--- src/rtl/mc_sequencer.sv ---
// Multi-cycle RV32I instruction sequencer: walks fetch/decode/execute/memory/write-back
// over one shared memory port, gates datapath write enables, counts retires, traps on faults.
module mc_sequencer #(
    parameter int MEM_TIMEOUT = 15
) (
    input  logic        clk,
    input  logic        rst_n,
    input  logic [6:0]  opcode,
    input  logic        branch_taken,
    input  logic        mem_ready,
    input  logic        stall,
    output logic        mem_req,
    output logic        mem_we,
    output logic        mem_addr_sel,
    output logic        ir_we,
    output logic        pc_we,
    output logic        pc_src,
    output logic        reg_we,
    output logic        retire,
    output logic        trap,
    output logic [2:0]  state,
    output logic [31:0] instret
);

    localparam int CW = (MEM_TIMEOUT > 0) ? $clog2(MEM_TIMEOUT + 1) : 1;
    localparam logic [CW-1:0] CNT_LAST = (MEM_TIMEOUT > 0) ? CW'(MEM_TIMEOUT - 1) : '0;

    localparam logic [6:0] OP_LOAD  = 7'b0000011;
    localparam logic [6:0] OP_STORE = 7'b0100011;
    localparam logic [6:0] OP_BR    = 7'b1100011;
    localparam logic [6:0] OP_AUIPC = 7'b0010111;

    typedef enum logic [2:0] {
        S_IDLE   = 3'd0,
        S_FETCH  = 3'd1,
        S_DECODE = 3'd2,
        S_EXEC   = 3'd3,
        S_MEM    = 3'd4,
        S_WB     = 3'd5,
        S_TRAP   = 3'd6
    } state_t;

    state_t        st;
    state_t        nxt;
    logic [CW-1:0] wait_cnt;
    logic          is_load;
    logic          is_store;
    logic          is_branch;
    logic          is_auipc;
    logic          legal;
    logic          timeout_hit;

    assign state = st;

    always_comb begin
        is_load     = (opcode == OP_LOAD);
        is_store    = (opcode == OP_STORE);
        is_branch   = (opcode == OP_BR);
        is_auipc    = (opcode == OP_AUIPC);
        legal       = 1'b0;
        if (opcode[1:0] == 2'b11) begin
            case (opcode[6:2])
                5'b00000, 5'b01000, 5'b11000, 5'b00100,
                5'b01100, 5'b01101, 5'b00101: legal = 1'b1;
                default:                      legal = 1'b0;
            endcase
        end
        // Only reachable while mem_ready is low; a ready in the same cycle always wins.
        timeout_hit = (MEM_TIMEOUT != 0) && (wait_cnt == CNT_LAST);

        nxt          = st;
        mem_req      = 1'b0;
        mem_we       = 1'b0;
        mem_addr_sel = 1'b0;
        ir_we        = 1'b0;
        pc_we        = 1'b0;
        pc_src       = 1'b0;
        reg_we       = 1'b0;
        retire       = 1'b0;
        trap         = 1'b0;

        case (st)
            S_IDLE: nxt = S_FETCH;
            S_FETCH: begin
                mem_req = 1'b1;
                if (mem_ready) begin
                    ir_we = 1'b1;
                    nxt   = S_DECODE;
                end else if (timeout_hit) begin
                    nxt = S_TRAP;
                end
            end
            S_DECODE: begin
                if (!stall) nxt = legal ? S_EXEC : S_TRAP;
            end
            S_EXEC: begin
                if (!stall) begin
                    if (is_load || is_store) begin
                        nxt = S_MEM;
                    end else if (is_branch) begin
                        pc_we  = 1'b1;
                        pc_src = branch_taken;
                        retire = 1'b1;
                        nxt    = S_FETCH;
                    end else begin
                        nxt = S_WB;
                    end
                end
            end
            S_MEM: begin
                mem_req      = 1'b1;
                mem_addr_sel = 1'b1;
                mem_we       = is_store;
                if (mem_ready) begin
                    if (is_store) begin
                        pc_we  = 1'b1;
                        retire = 1'b1;
                        nxt    = S_FETCH;
                    end else begin
                        nxt = S_WB;
                    end
                end else if (timeout_hit) begin
                    nxt = S_TRAP;
                end
            end
            S_WB: begin
                pc_src = is_auipc;
                if (!stall) begin
                    reg_we = 1'b1;
                    pc_we  = 1'b1;
                    retire = 1'b1;
                    nxt    = S_FETCH;
                end
            end
            S_TRAP: trap = 1'b1;
            default: nxt = S_IDLE;
        endcase
    end

    always_ff @(posedge clk or negedge rst_n) begin
        if (!rst_n) begin
            st       <= S_IDLE;
            wait_cnt <= '0;
            instret  <= '0;
        end else begin
            st <= nxt;
            // Any state change restarts the wait count, so FETCH/MEM always begin at zero.
            if (nxt != st) begin
                wait_cnt <= '0;
            end else if ((st == S_FETCH || st == S_MEM) && !mem_ready) begin
                wait_cnt <= wait_cnt + CW'(1);
            end
            if (retire) instret <= instret + 32'd1;
        end
    end

endmodule

--- config.mk ---
export PLATFORM = sky130hd
export DESIGN_NAME = mc_sequencer
export DESIGN_NICKNAME = d
export VERILOG_FILES = /design/src/rtl/mc_sequencer.sv
export SDC_FILE = /design/constraint.sdc
export NUM_CORES = 1
export LEC_CHECK = 0
export ABC_AREA = 1
export BUFFER_PORTS_ARGS = -buffer_cell sky130_fd_sc_hd__buf_2
export CORE_MARGIN = 2
export CORE_UTILIZATION = 50
export DETAILED_ROUTE_END_ITERATION = 16
export GPL_TIMING_DRIVEN = 0
export PLACE_DENSITY = 0.78
export SETUP_SLACK_MARGIN = 0.5
export SLEW_MARGIN = 20
export SYNTH_ARGS = -nofsm -noshare
export SYNTH_HDL_FRONTEND = slang
export SYNTH_SLANG_ARGS = --single-unit
--- constraint.sdc ---
create_clock -name clk -period 2.83 [get_ports clk]
set_input_delay 0.566 -clock clk [delete_from_list [all_inputs] [get_ports clk]]
set_output_delay 0.566 -clock clk [all_outputs]
set_load 0.02 [all_outputs]
# Yosys cells after proc, flatten, opt, wreduce, memory -nomap -nowiden
# Index checks and enable logic that the tools add are counted.
[word_totals]
regBits = 39
input_bits = 12
output_inout_bits = 44
word_cells = 66
[classes]
n_addsub = 2
eq_ne = 19
mux = 33
reduce_logical = 9
[ops]
columns = ["op", "n"]
rows = [
  ["32-bit by 1-bit adder with 32-bit output, second input constant", 1],
  ["3-bit 2-to-1 mux", 10],
  ["3-bit one-hot mux with 7 select lines", 1],
  ["1-bit 2-to-1 mux", 18],
  ["5-bit by 4-bit equality test with 1-bit output, second input constant", 3],
  ["5-bit by 3-bit equality test with 1-bit output, second input constant", 2],
  ["3-bit equality test, second input constant", 3],
  ["4-bit 2-to-1 mux", 2],
  ["7-bit by 2-bit equality test with 1-bit output, second input constant", 1],
  ["7-bit by 5-bit equality test with 1-bit output, second input constant", 1],
  ["7-bit by 6-bit equality test with 1-bit output, second input constant", 1],
  ["7-bit equality test, second input constant", 1],
  ["7-bit OR reduction", 1],
  ["3-bit by 2-bit equality test with 1-bit output, second input constant", 2],
  ["5-bit equality test, second input constant", 1],
  ["5-bit zero test", 1],
  ["4-bit by 1-bit adder with 4-bit output, second input constant", 1],
  ["4-bit equality test, second input constant", 1],
  ["3-bit by 1-bit equality test with 1-bit output, second input constant", 1],
  ["3-bit zero test", 1],
  ["3-bit inequality test", 1],
  ["1-bit one-hot mux with 3 select lines", 1],
  ["2-bit equality test, second input constant", 1],
  ["1-bit logical OR", 2],
  ["other kinds (5)", 5],
]

# Depth between registers and ports, before layout
# Gate-level depths: netlist (run 1).
[logic_depth]
depth_word = 9
ltp_mapped = 11
ltp_nobuf = 11

# Worst setup path before layout (run 1)
# No wires, ideal clock.
[synth_path]
path_kind = "register to output"
from = "register st[2], in the netlist state[2]"
to = "output retire"
arrival_ps = 1602
required_time_ps = 2264
slack_ps = 662
stages_incl_launch_ff = 8
n_path_buf = 3
path_cell_list = "dfrtp_1 > buf_4 > nand3_1 > nor2_2 > nor2_4 > nand2_8 > buf_4 > buf_4"
[synth_between]
elab_chain_cells = 2
elab_cells_between_ends = 4
cone_classes = "3 x eq/ne; 1 x mux"
[synth_rtl]
columns = ["item", "line_no", "rtl"]
rows = [
  ["from (decl)", "43", "state_t st;"],
  ["from (signal assigned)", "146", "st <= nxt;"],
  ["3-bit equality test or 3-bit by 2-bit equality test with 1-bit output (tied branches)", "--", ""],
  ["1-bit one-hot mux with 3 select lines *", "--", ""],
  ["to (decl)", "19", "output logic retire,"],
]
# Mark *: on every way between the ends. The rest lies on a longest branch, timed or not.

# Final worst setup path (run 1)
[layout_path]
from = "register st[0], in the netlist state[0]"
to = "output retire"
[layout_between]
elab_chain_cells = 2
elab_cells_between_ends = 4
cone_classes = "3 x eq/ne; 1 x mux"
[layout_rtl]
columns = ["item", "line_no", "rtl"]
rows = [
  ["3-bit equality test or 3-bit by 2-bit equality test with 1-bit output (tied branches)", "82", "case (st)"],
  ["1-bit one-hot mux with 3 select lines *", "82", ""],
]
# Marked as above.

==> results by group, run 1 <==
Critical path
  • WP buf/inv: 6
  • Worst endpoint required time: roughly 2.3 ns
  • CP cell instances: buf_6 > inv_2 > nand3_4 > inv_4 > nand4_4 > nand2_8 > buf_8 > buf_6 > buf_6
  • Worst path most repeated cell: buf_6
  • Crit end category: output port
  • Slowest stage delay, CP: 0.40 ns
  • Setup crit start kind: register
  • CP max FO: 6
  • Data arrival time of the critical path: approximately 1.7 ns
  • Slowest library cell on the worst path: dfrtp_1
  • Cell family with most CP delay: buffers and inverters
  • Critical path class: register to output port

Detailed routing
  • Antenna Violating Nets Remaining: 0
  • Initial DRC count: 158
  • Drt via density: 5.17
  • Routed wire length: 7300 um
  • Avg WL per Cell: 13.9 um
  • TritonRoute pass-1 iters: 4
  • Total number of vias: around 2,700
  • Post-route DRC violation count: 0

Place
  • Number of port buffers: 55
  • RD Place Congestion: approximately 0.96
  • Hpwl dp: 5450 um
  • Placement Setup Slack: 0.459 ns

Logic synthesis
  • Mapped Cells: 380
  • Synth top cells by count: 115 x nand2_1, 45 x inv_1, 39 x dfrtp_1, 39 x nor2_1, 30 x xor2_1
  • Synth Flop Type: dfrtp_1
  • Flops & latches, synth: 39
  • Sequential fraction of the synthesis area: 35.6%
  • Cell area after synthesis: 2740 um^2
  • Synth area leaders: dfrtp_1 36%, nand2_1 16%, xor2_1 9.6%
  • Largest area contributor in the netlist: dfrtp_1
  • Synth cell types: 32
  • Synth Net Count: 395
  • Mean Syn Cell Area: 7.21 um^2
  • Most frequent cell after synthesis: nand2_1
  • EDFF count, synth: 0
  • Synth warn: 0
  • Synth top area share: 35.6%
  • Post-synthesis async set-or-reset flop share: 100%

Outcome
  • Status: completed

GRT
  • All-Layer GR Usage: between 20% and 30%
  • Largest net degree at the start of global routing: 40
  • Overflow after GRT: 0
  • Vias in the first global route: 2,664
  • First-pass GRT wire length: ~12,000 um
  • Initial antenna violation count: 0

STA
  • Final setup viols: 0
  • Worst Skew: 0.00869 ns
  • Post-route minimum period: 2.25 ns
  • Max Slew Vio Count: 0
  • Fin worst setup slack: 0.582 ns
  • Fin crit share: 79.4%
  • Fin. Hold Viols: 0
  • Actual slew at the worst max-slew pin: 0.877 ns
  • Max Clk Rate: 445 MHz
  • Setup TNS: 0 ns
  • Max_slew headroom: 41.5%
  • RSZ-0062 raised after global routing: yes

Layout
  • Nets: 467
  • Fillcell total: 486
  • Antenna fix cells: 0
  • Area grow syn2layout: 22.2%
  • Layout cells sized above 1: 24.1%

CTS
  • Clk Latency, worst-skew pair: 0.30 ns
  • Clock transition at the registers of the reported paths: 0.08 ns
  • Clock sink count: 39
  • CTS max path bufs: 2
  • TritonCTS clock tree: built
  • Htree depth: 2
  • Root Buffer: clkbuf_8
  • TritonCTS buffer count: 5

Floorplan
  • Die footprint: around 6000 um^2
  • Die height: 78.0 um
  • FP Rows: 26
  • Die Wd: just under 80 um
  • Io pins: 56
  • Core area: 5200 um^2
  • Initial core utilization: a little over half

Run
  • Maxcap violations: 0

Power
  • Static Leak: 0.00171 uW
  • P per Cell Area: 901 nW/um^2
  • Peak VDD IR: 0.620 mV

Min path
  • Worst Hold Class: input port to asynchronous set/reset pin
## registers in the layout, indices dropped and copies added, names as in the netlist
signal    flops
instret      32
state         3
wait_cnt      4
## timing repair
action / in CTS / in global routing
endpoints found under the hold margin: 0 / 0
setup endpoints to repair: 2 / 3
cloned: 0 / 0
resized for setup: 8 / 7
pin swaps: 5 / 5
hold buffers: 0 / 0
buffers inserted: 9 / 1
## cell families after synthesis
group / after synthesis / synth area share [%]
XOR/XNOR: 34 / 10.9
flip-flops: 39 / 35.6
adder cells (fa/ha/maj): 3 / 1.37
AND/OR/NAND/NOR: 223 / 38.5
buffers and inverters: 57 / 8.95
AO/OA/AOI/OAI: 24 / 4.66
## where the power goes
group / total, uW / switching (uW) / leakage [uW] / internal [uW]
clock network: 481 / 218 / 0.0000581 / 263
registers: 968 / 223 / 0.000484 / 746
logic: 1570 / 1020 / 0.00117 / 549
## final timing paths
kind	slack [ns]	from	endpoint	cells after the start
worst max register to register	1.03	instret[0]	instret[14]	6
worst max-delay path	0.58	state[0]	retire	9
max in group asynchronous	1.83	rst_n	state[1]	1
worst min register to register	0.53	instret[11]	instret[11]	1
worst min-delay path	0.38	rst_n	instret[0]	1
min in group clk	0.53	instret[11]	instret[11]	1
## per-stage QoR
stage               utilization [%]  power [uW]  std cells  instance area (um^2)  hold WS [ns]
finish                         64.3        3020        523                  3350         0.383
global route                   64.3        3220        523                  3350         0.455
CTS                            63.6        2990        522                  3310         0.425
detailed placement             59.6        2450        505                  3100         0.514
global placement               59.6        2410        505                  3100         0.504
floorplan                         -        2000        380                  2740         0.270
## worst register-to-register path: stages (launching register included)
cell and delay [ns]:
dfrtp_1 0.47, ha_1 0.24, nand3_1 0.22, nor3_1 0.39, xor2_1 0.19, nand2_1 0.09
o21ai_0 0.12
## routing by layer
layer	vias to the layer above	GRT usage (%)	wire length (um)
met5	-	0	0
met4	0	9.47	222
met3	23	6.32	370
met2	75	42.8	3570
met1	1263	29.9	3130
li1	1341	-	-
## layout make-up
class / count / area [um^2] / share of cell area (%)
Multi-Input combinational cell: 284 / 1550 / 46.2
Sequential cell: 39 / 977 / 29.2
Buffer: 7 / 70.1 / 2.09
Inverter: 50 / 195 / 5.83
Timing Repair Buffer: 65 / 359 / 10.7
Clock buffer: 5 / 68.8 / 2.06
Clock inverter: 3 / 43.8 / 1.31
Tap cell: 70 / 87.6 / 2.62
## cells in the final DEF (no fill, tap or decap), types with 2 or more instances in the layout
master    count
xor2_1       30
inv_4         3
nand4_1       6
xnor2_1       4
nor2_1       39
inv_1        45
buf_4        11
nor2_4        2
dfrtp_1      38
o21ai_1       4
buf_2        55
nand2_2       3
inv_2         2
buf_6         5
nand3_2       2
nand2_1     114
clkbuf_8      5
ha_1          3
nor3_2        7
nor3_1       19
o21ai_0      17
nand3_1      22
Power figures use the tool's default switching activity.
==> run 2, diff against run 1 <==
Settings changed: ABC_AREA 1 to 0, PLACE_DENSITY 0.78 to 0.8.
Clock period 2.83 ns to 2.2 ns, I/O delays scaled along.
==> results by group, run 2 <==
Floorplan
  • Die height: between 70 and 80 um
  • Initial core utilization: 52.0%
  • Die footprint: 5080 um^2
  • Io pins: 56
  • Core area: 4350 um^2
  • FP Rows: 24
  • Die Wd: 71.3 um

Power
  • Peak VDD IR: 0.581 mV
  • Static Leak: 0.00169 uW
  • Total power draw: 2810 uW
  • P per Cell Area: 846 nW/um^2

Detailed routing
  • Initial DRC count: 146
  • Total number of vias: 2,068
  • Routed wire length: 5940 um
  • Antenna Violating Nets Remaining: 0
  • Drt via density: 5.78
  • Avg WL per Cell: 16.6 um
  • Post-route DRC violation count: 0
  • TritonRoute pass-1 iters: 4

Layout
  • Largest register by flop count: instret
  • Area grow syn2layout: 46.9%
  • Largest register FFs: 32
  • Post-layout util: around three quarters
  • Most common cell after layout, fill and taps aside: buf_2
  • Antenna fix cells: 0
  • Commonest non-fill, non-tap cells in the layout: 48 x buf_2, 35 x dfrtp_1, 21 x buf_6, 18 x xor2_1, 17 x nand2_1
  • Nets: 320
  • Layout cells sized above 1: 51.6%
  • Layout Cells excl Fill: roughly 360

Critical path
  • Crit end category: output port
  • CP cell instances: buf_2 > or3b_2 > nor2_1 > nand4_1 > o41ai_4 > buf_4
  • Slowest stage delay, CP: 0.49 ns
  • WP buf/inv: 2
  • Worst endpoint required time: 1.76 ns
  • Cell family with most CP delay: simple AND/OR/NAND/NOR gates
  • Data arrival time of the critical path: between 1.5 and 2 ns
  • Slowest library cell on the worst path: or3b_2
  • Setup crit start kind: input port
  • CP max FO: 5
  • Critical path class: input port to output port

Logic synthesis
  • Post-synthesis async set-or-reset flop share: 100%
  • Sequential fraction of the synthesis area: 43.1%
  • Cell area after synthesis: between 2000 and 2500 um^2
  • Largest family of logic cells by synthesized area: simple AND/OR/NAND/NOR gates
  • Most frequent cell after synthesis: dfrtp_1
  • Mean Syn Cell Area: 10.2 um^2
  • Synth area leaders: dfrtp_1 43%, xor2_1 7.0%, xnor2_1 6.6%
  • Synth cell types: 54
  • Post-synthesis simple-gate area fraction: 28.1%
  • Synth Net Count: approximately 240
  • Synth top area share: 43.1%
  • Xor and xnor area share after synthesis: 13.5%
  • Synth top cells by count: 39 x dfrtp_1, 20 x nand2_1, 18 x xor2_1, 17 x xnor2_1, 15 x nor2_1
  • Synth Area in Compound Gates: approximately a tenth
  • Synth Flop Type: dfrtp_1
  • Largest area contributor in the netlist: dfrtp_1
  • Mapped Cells: 222
  • Post-Synth Adder-Cell Area: 1.66%
  • Flops & latches, synth: 39
  • EDFF count, synth: 0
  • Multiplexer share of the synthesized area: 0.939%
  • Synth warn: 0

CTS
  • TritonCTS clock tree: built
  • TritonCTS buffer count: 5
  • Root Buffer: clkbuf_8
  • # hold bufs at CTS: 0
  • CTS max path bufs: 2
  • Clock sink count: 39
  • Htree depth: 2
  • Clk Latency, worst-skew pair: 0.29 ns
  • Clock transition at the registers of the reported paths: around 0.070 ns

Place
  • Hpwl dp: 3640 um
  • RD Place Congestion: 0.887
  • Post-Place Cells: 329
  • Number of port buffers: 55

STA
  • Worst Skew: 0.00439 ns
  • Fin crit share: 96.4%
  • Max Slew Vio Count: 0
  • Max_slew headroom: 44.3%
  • Post-route minimum period: ~2.1 ns
  • Actual slew at the worst max-slew pin: 0.835 ns
  • Fin. Hold Viols: 0
  • Hold WS: 0.243 ns
  • Final setup viols: 0
  • Max Clk Rate: 472 MHz
  • RSZ-0062 raised after global routing: yes

GRT
  • Vias in the first global route: approximately 2,000
  • All-Layer GR Usage: between 20% and 30%
  • Initial antenna violation count: 0
  • Overflow after GRT: 0
  • Largest net degree at the start of global routing: 40
  • First-pass GRT wire length: 9320 um

Run
  • Maxcap violations: 0

Outcome
  • Status: completed

Min path
  • Worst Hold Class: input port to asynchronous set/reset pin
[run 2: final cells by class]
class                           instances  area, um^2
Multi-Input combinational cell        171        1570
Fill cell                             286        1030
Sequential cell                        39         981
Timing Repair Buffer                   76         510
Clock buffer                            8         100
Buffer                                  8        85.1
Tap cell                               52        65.1
Inverter                                4        17.5
[run 2: per-layer routing]
metal / up-vias / wire length (um) / track usage, %
li1: 963 / - / -
met1: 1018 / 2470 / 30.2
met2: 72 / 3060 / 37.8
met3: 15 / 280 / 4.78
met4: 0 / 127 / 7.97
met5: - / 0 / 0
[run 2: what timing repair did]
item | CTS | global route
gates resized for setup | 41 | 40
pin swaps | 14 | 27
endpoints found under the hold margin | 0 | 0
buffers inserted | 13 | 8
setup endpoints to repair | 44 | 46
[run 2: worst reg2reg max path, delay by kind of cell (launching register included)]
kind	cells	cell delay, ns
AND/OR/NAND/NOR	3	0.59
flip-flops	1	0.49
AO/OA/AOI/OAI	1	0.45
buffers and inverters	2	0.31
XOR/XNOR	1	0.14
[run 2: kinds of logic after synthesis]
group,Yosys count
flip-flops,39
AO/OA/AOI/OAI,25
XOR/XNOR,35
adder cells (fa/ha/maj),3
buffers and inverters,12
AND/OR/NAND/NOR,106
multiplexers,2
[run 2: path summary, 6_finish.rpt]
path | start | to | slack (ns) | cells past startpoint
setup / recovery | opcode[2] | pc_src | 0.08 | 6
hold / removal | rst_n | instret[10] | 0.24 | 1
setup reg to reg | instret[2] | instret[15] | 0.15 | 7
hold reg to reg | instret[31] | instret[31] | 0.47 | 1
max in group asynchronous | rst_n | state[0] | 1.38 | 1
min in group clk | instret[31] | instret[31] | 0.47 | 1
[run 2: where the power goes]
group	total (uW)	switching (uW)	leakage, uW	internal, uW
sequential	887	97.7	0.000529	790
combinational	1400	759	0.00111	641
clock	527	241	0.0000515	286
total	2810	1100	0.00169	1720
[run 2: through the flow]
stage / setup TNS, ns / worst slack, ns / instance area (um^2)
after detailed placement: -0.000977 / -0.000977 / 2730
after global routing: 0 / 0.0322 / 3330
after floorplan: 0 / 0.310 / 2390
final: 0 / 0.0799 / 3330
after CTS: 0 / 0.0973 / 3100
after global placement: 0 / 0.0419 / 2730
==> run 3, diff against run 2 <==
Settings changed: CTS_BUF_LIST set to sky130_fd_sc_hd__clkbuf_2 sky130_fd_sc_hd__clkbuf_4 sky130_fd_sc_hd__clkbuf_8.
==> results by group, run 3 (synthesized netlist as in run 2, its figures left out) <==
Critical path
  • Crit Reg-Reg Endpoint: instret[15]
  • CP startpoint: opcode[2]
  • Reg2Reg Setup Slack: 0.15 ns
  • Setup crit end: pc_src
  • Crit end category: output port
  • Worst endpoint required time: 1.76 ns
  • CP max FO: 5
  • FF-to-FF path depth: 7
  • Data arrival time of the critical path: 1.68 ns
  • Setup crit start kind: input port
  • R2r startpoint: instret[2]
  • Critical path class: input port to output port

Layout
  • Layout cells sized above 1: roughly half
  • Largest register FFs: 32
  • Fillcell total: 284
  • Commonest non-fill, non-tap cells in the layout: 48 x buf_2, 35 x dfrtp_1, 21 x buf_6, 18 x xor2_1, 17 x nand2_1
  • Most common cell after layout, fill and taps aside: buf_2
  • Antenna fix cells: 0
  • Area of the multi-input gates: roughly 1600 um^2
  • Largest register by flop count: instret
  • Nets: between 300 and 400
  • Reg area: about 1000 um^2
  • Area grow syn2layout: 47.0%
  • Layout Cells excl Fill: 358

STA
  • Max Slew Vio Count: 0
  • Post-route minimum period: 2.12 ns
  • Final setup viols: 0
  • Fin crit share: 96.4%
  • Max_slew headroom: 44.1%
  • Worst Skew: about 0.0039 ns
  • Setup TNS: 0 ns
  • Hold WS: 0.248 ns
  • Actual slew at the worst max-slew pin: 0.839 ns
  • RSZ-0062 raised after global routing: yes
  • Max Clk Rate: 472 MHz
  • Fin. Hold Viols: 0

CTS
  • CTS max path bufs: 2
  • Htree depth: 2
  • Clk Latency, worst-skew pair: 0.29 ns
  • # hold bufs at CTS: 0
  • Clock transition at the registers of the reported paths: 0.07 ns
  • TritonCTS buffer count: 5
  • TritonCTS clock tree: built
  • Clock sink count: 39
  • Root Buffer: clkbuf_8

Detailed routing
  • Routed wire length: between 5000 and 6000 um
  • Drt via density: 5.73
  • Avg WL per Cell: 16.5 um
  • Total number of vias: 2,053
  • TritonRoute pass-1 iters: 4
  • Initial DRC count: 167
  • Post-route DRC violation count: 0
  • Antenna Violating Nets Remaining: 0

Floorplan
  • Die footprint: 5080 um^2
  • Initial core utilization: 52.0%
  • Core area: 4350 um^2
  • FP Rows: 24
  • Die Wd: 71.3 um
  • Io pins: 56
  • Die height: 71.3 um

Min path
  • Worst Hold Class: input port to asynchronous set/reset pin

Place
  • Hpwl dp: 3640 um
  • RD Place Congestion: slightly below 0.9
  • Number of port buffers: 55
  • Post-Place Cells: 329

Power
  • Total power draw: about 2800 uW
  • Peak VDD IR: 0.581 mV
  • P per Cell Area: 849 nW/um^2
  • Static Leak: 0.00170 uW

Outcome
  • Status: completed

GRT
  • First-pass GRT wire length: 9320 um
  • Vias in the first global route: between 2,000 and 2,500
  • Largest net degree at the start of global routing: 40
  • Initial antenna violation count: 0
  • All-Layer GR Usage: 22.9%
  • Overflow after GRT: 0

Run
  • Maxcap violations: 0
[run 3: cell counts in the layout (fill, tap and decap cells not counted)]
Identical to the previous run, type by type.
[run 3: how the worst min path moves through the flow]
stage | endpoint | slack [ns] | depth (start not counted)
after CTS | instret[10] | 0.28 | 1
final | instret[10] | 0.25 | 1
after global placement | instret[31] | 0.45 | 1
after floorplan | instret[0] | 0.14 | 0
after global routing | instret[28] | 0.32 | 1
after detailed placement | instret[31] | 0.47 | 1
[run 3: metal layers]
metal | vias up | global-route usage, % | part of all wire [%]
met5 | - | 0 | 0
met4 | 0 | 7.97 | 1.9
met3 | 13 | 4.78 | 5.0
met2 | 70 | 37.8 | 52
met1 | 1006 | 30.2 | 41
li1 | 964 | - | -
[run 3: power by group]
part           internal [uW]  total [uW]  leakage (uW)  switching (uW)
registers                790         887      0.000529            97.6
clock network            298         538     0.0000549             239
logic                    641        1400       0.00111             760
total                   1730        2830       0.00170            1100
[run 3: final cells by class]
type	instances	share of cell area [%]
well taps	52	1.95
plain buffers	8	2.56
clock buffers	8	3.12
flip-flops and latches	39	29.5
inverters	4	0.526
multi-input cells	171	47.0
repair buffers	76	15.3
[run 3: through the flow]
stage	utilization, %	setup WS, ns	area [um^2]
2_1_floorplan	-	0.310	2390
3_3_place_gp	62.6	0.0419	2730
3_5_place_dp	62.6	-0.000977	2730
4_1_cts	71.2	0.0973	3100
5_1_grt	76.5	0.0324	3330
6_report	76.5	0.0795	3330
[run 3: repair_timing]
action | in CTS | in global routing
cloned | 0 | 0
pin swaps | 14 | 27
endpoints found under the setup margin | 44 | 46
resized for setup | 41 | 40
buffers inserted | 13 | 8
[run 3: worst max-delay path, stage by stage]
cell	delay, ns
buf_2	0.14
or3b_2	0.49
nor2_1	0.17
nand4_1	0.17
o41ai_4	0.08
buf_4	0.19
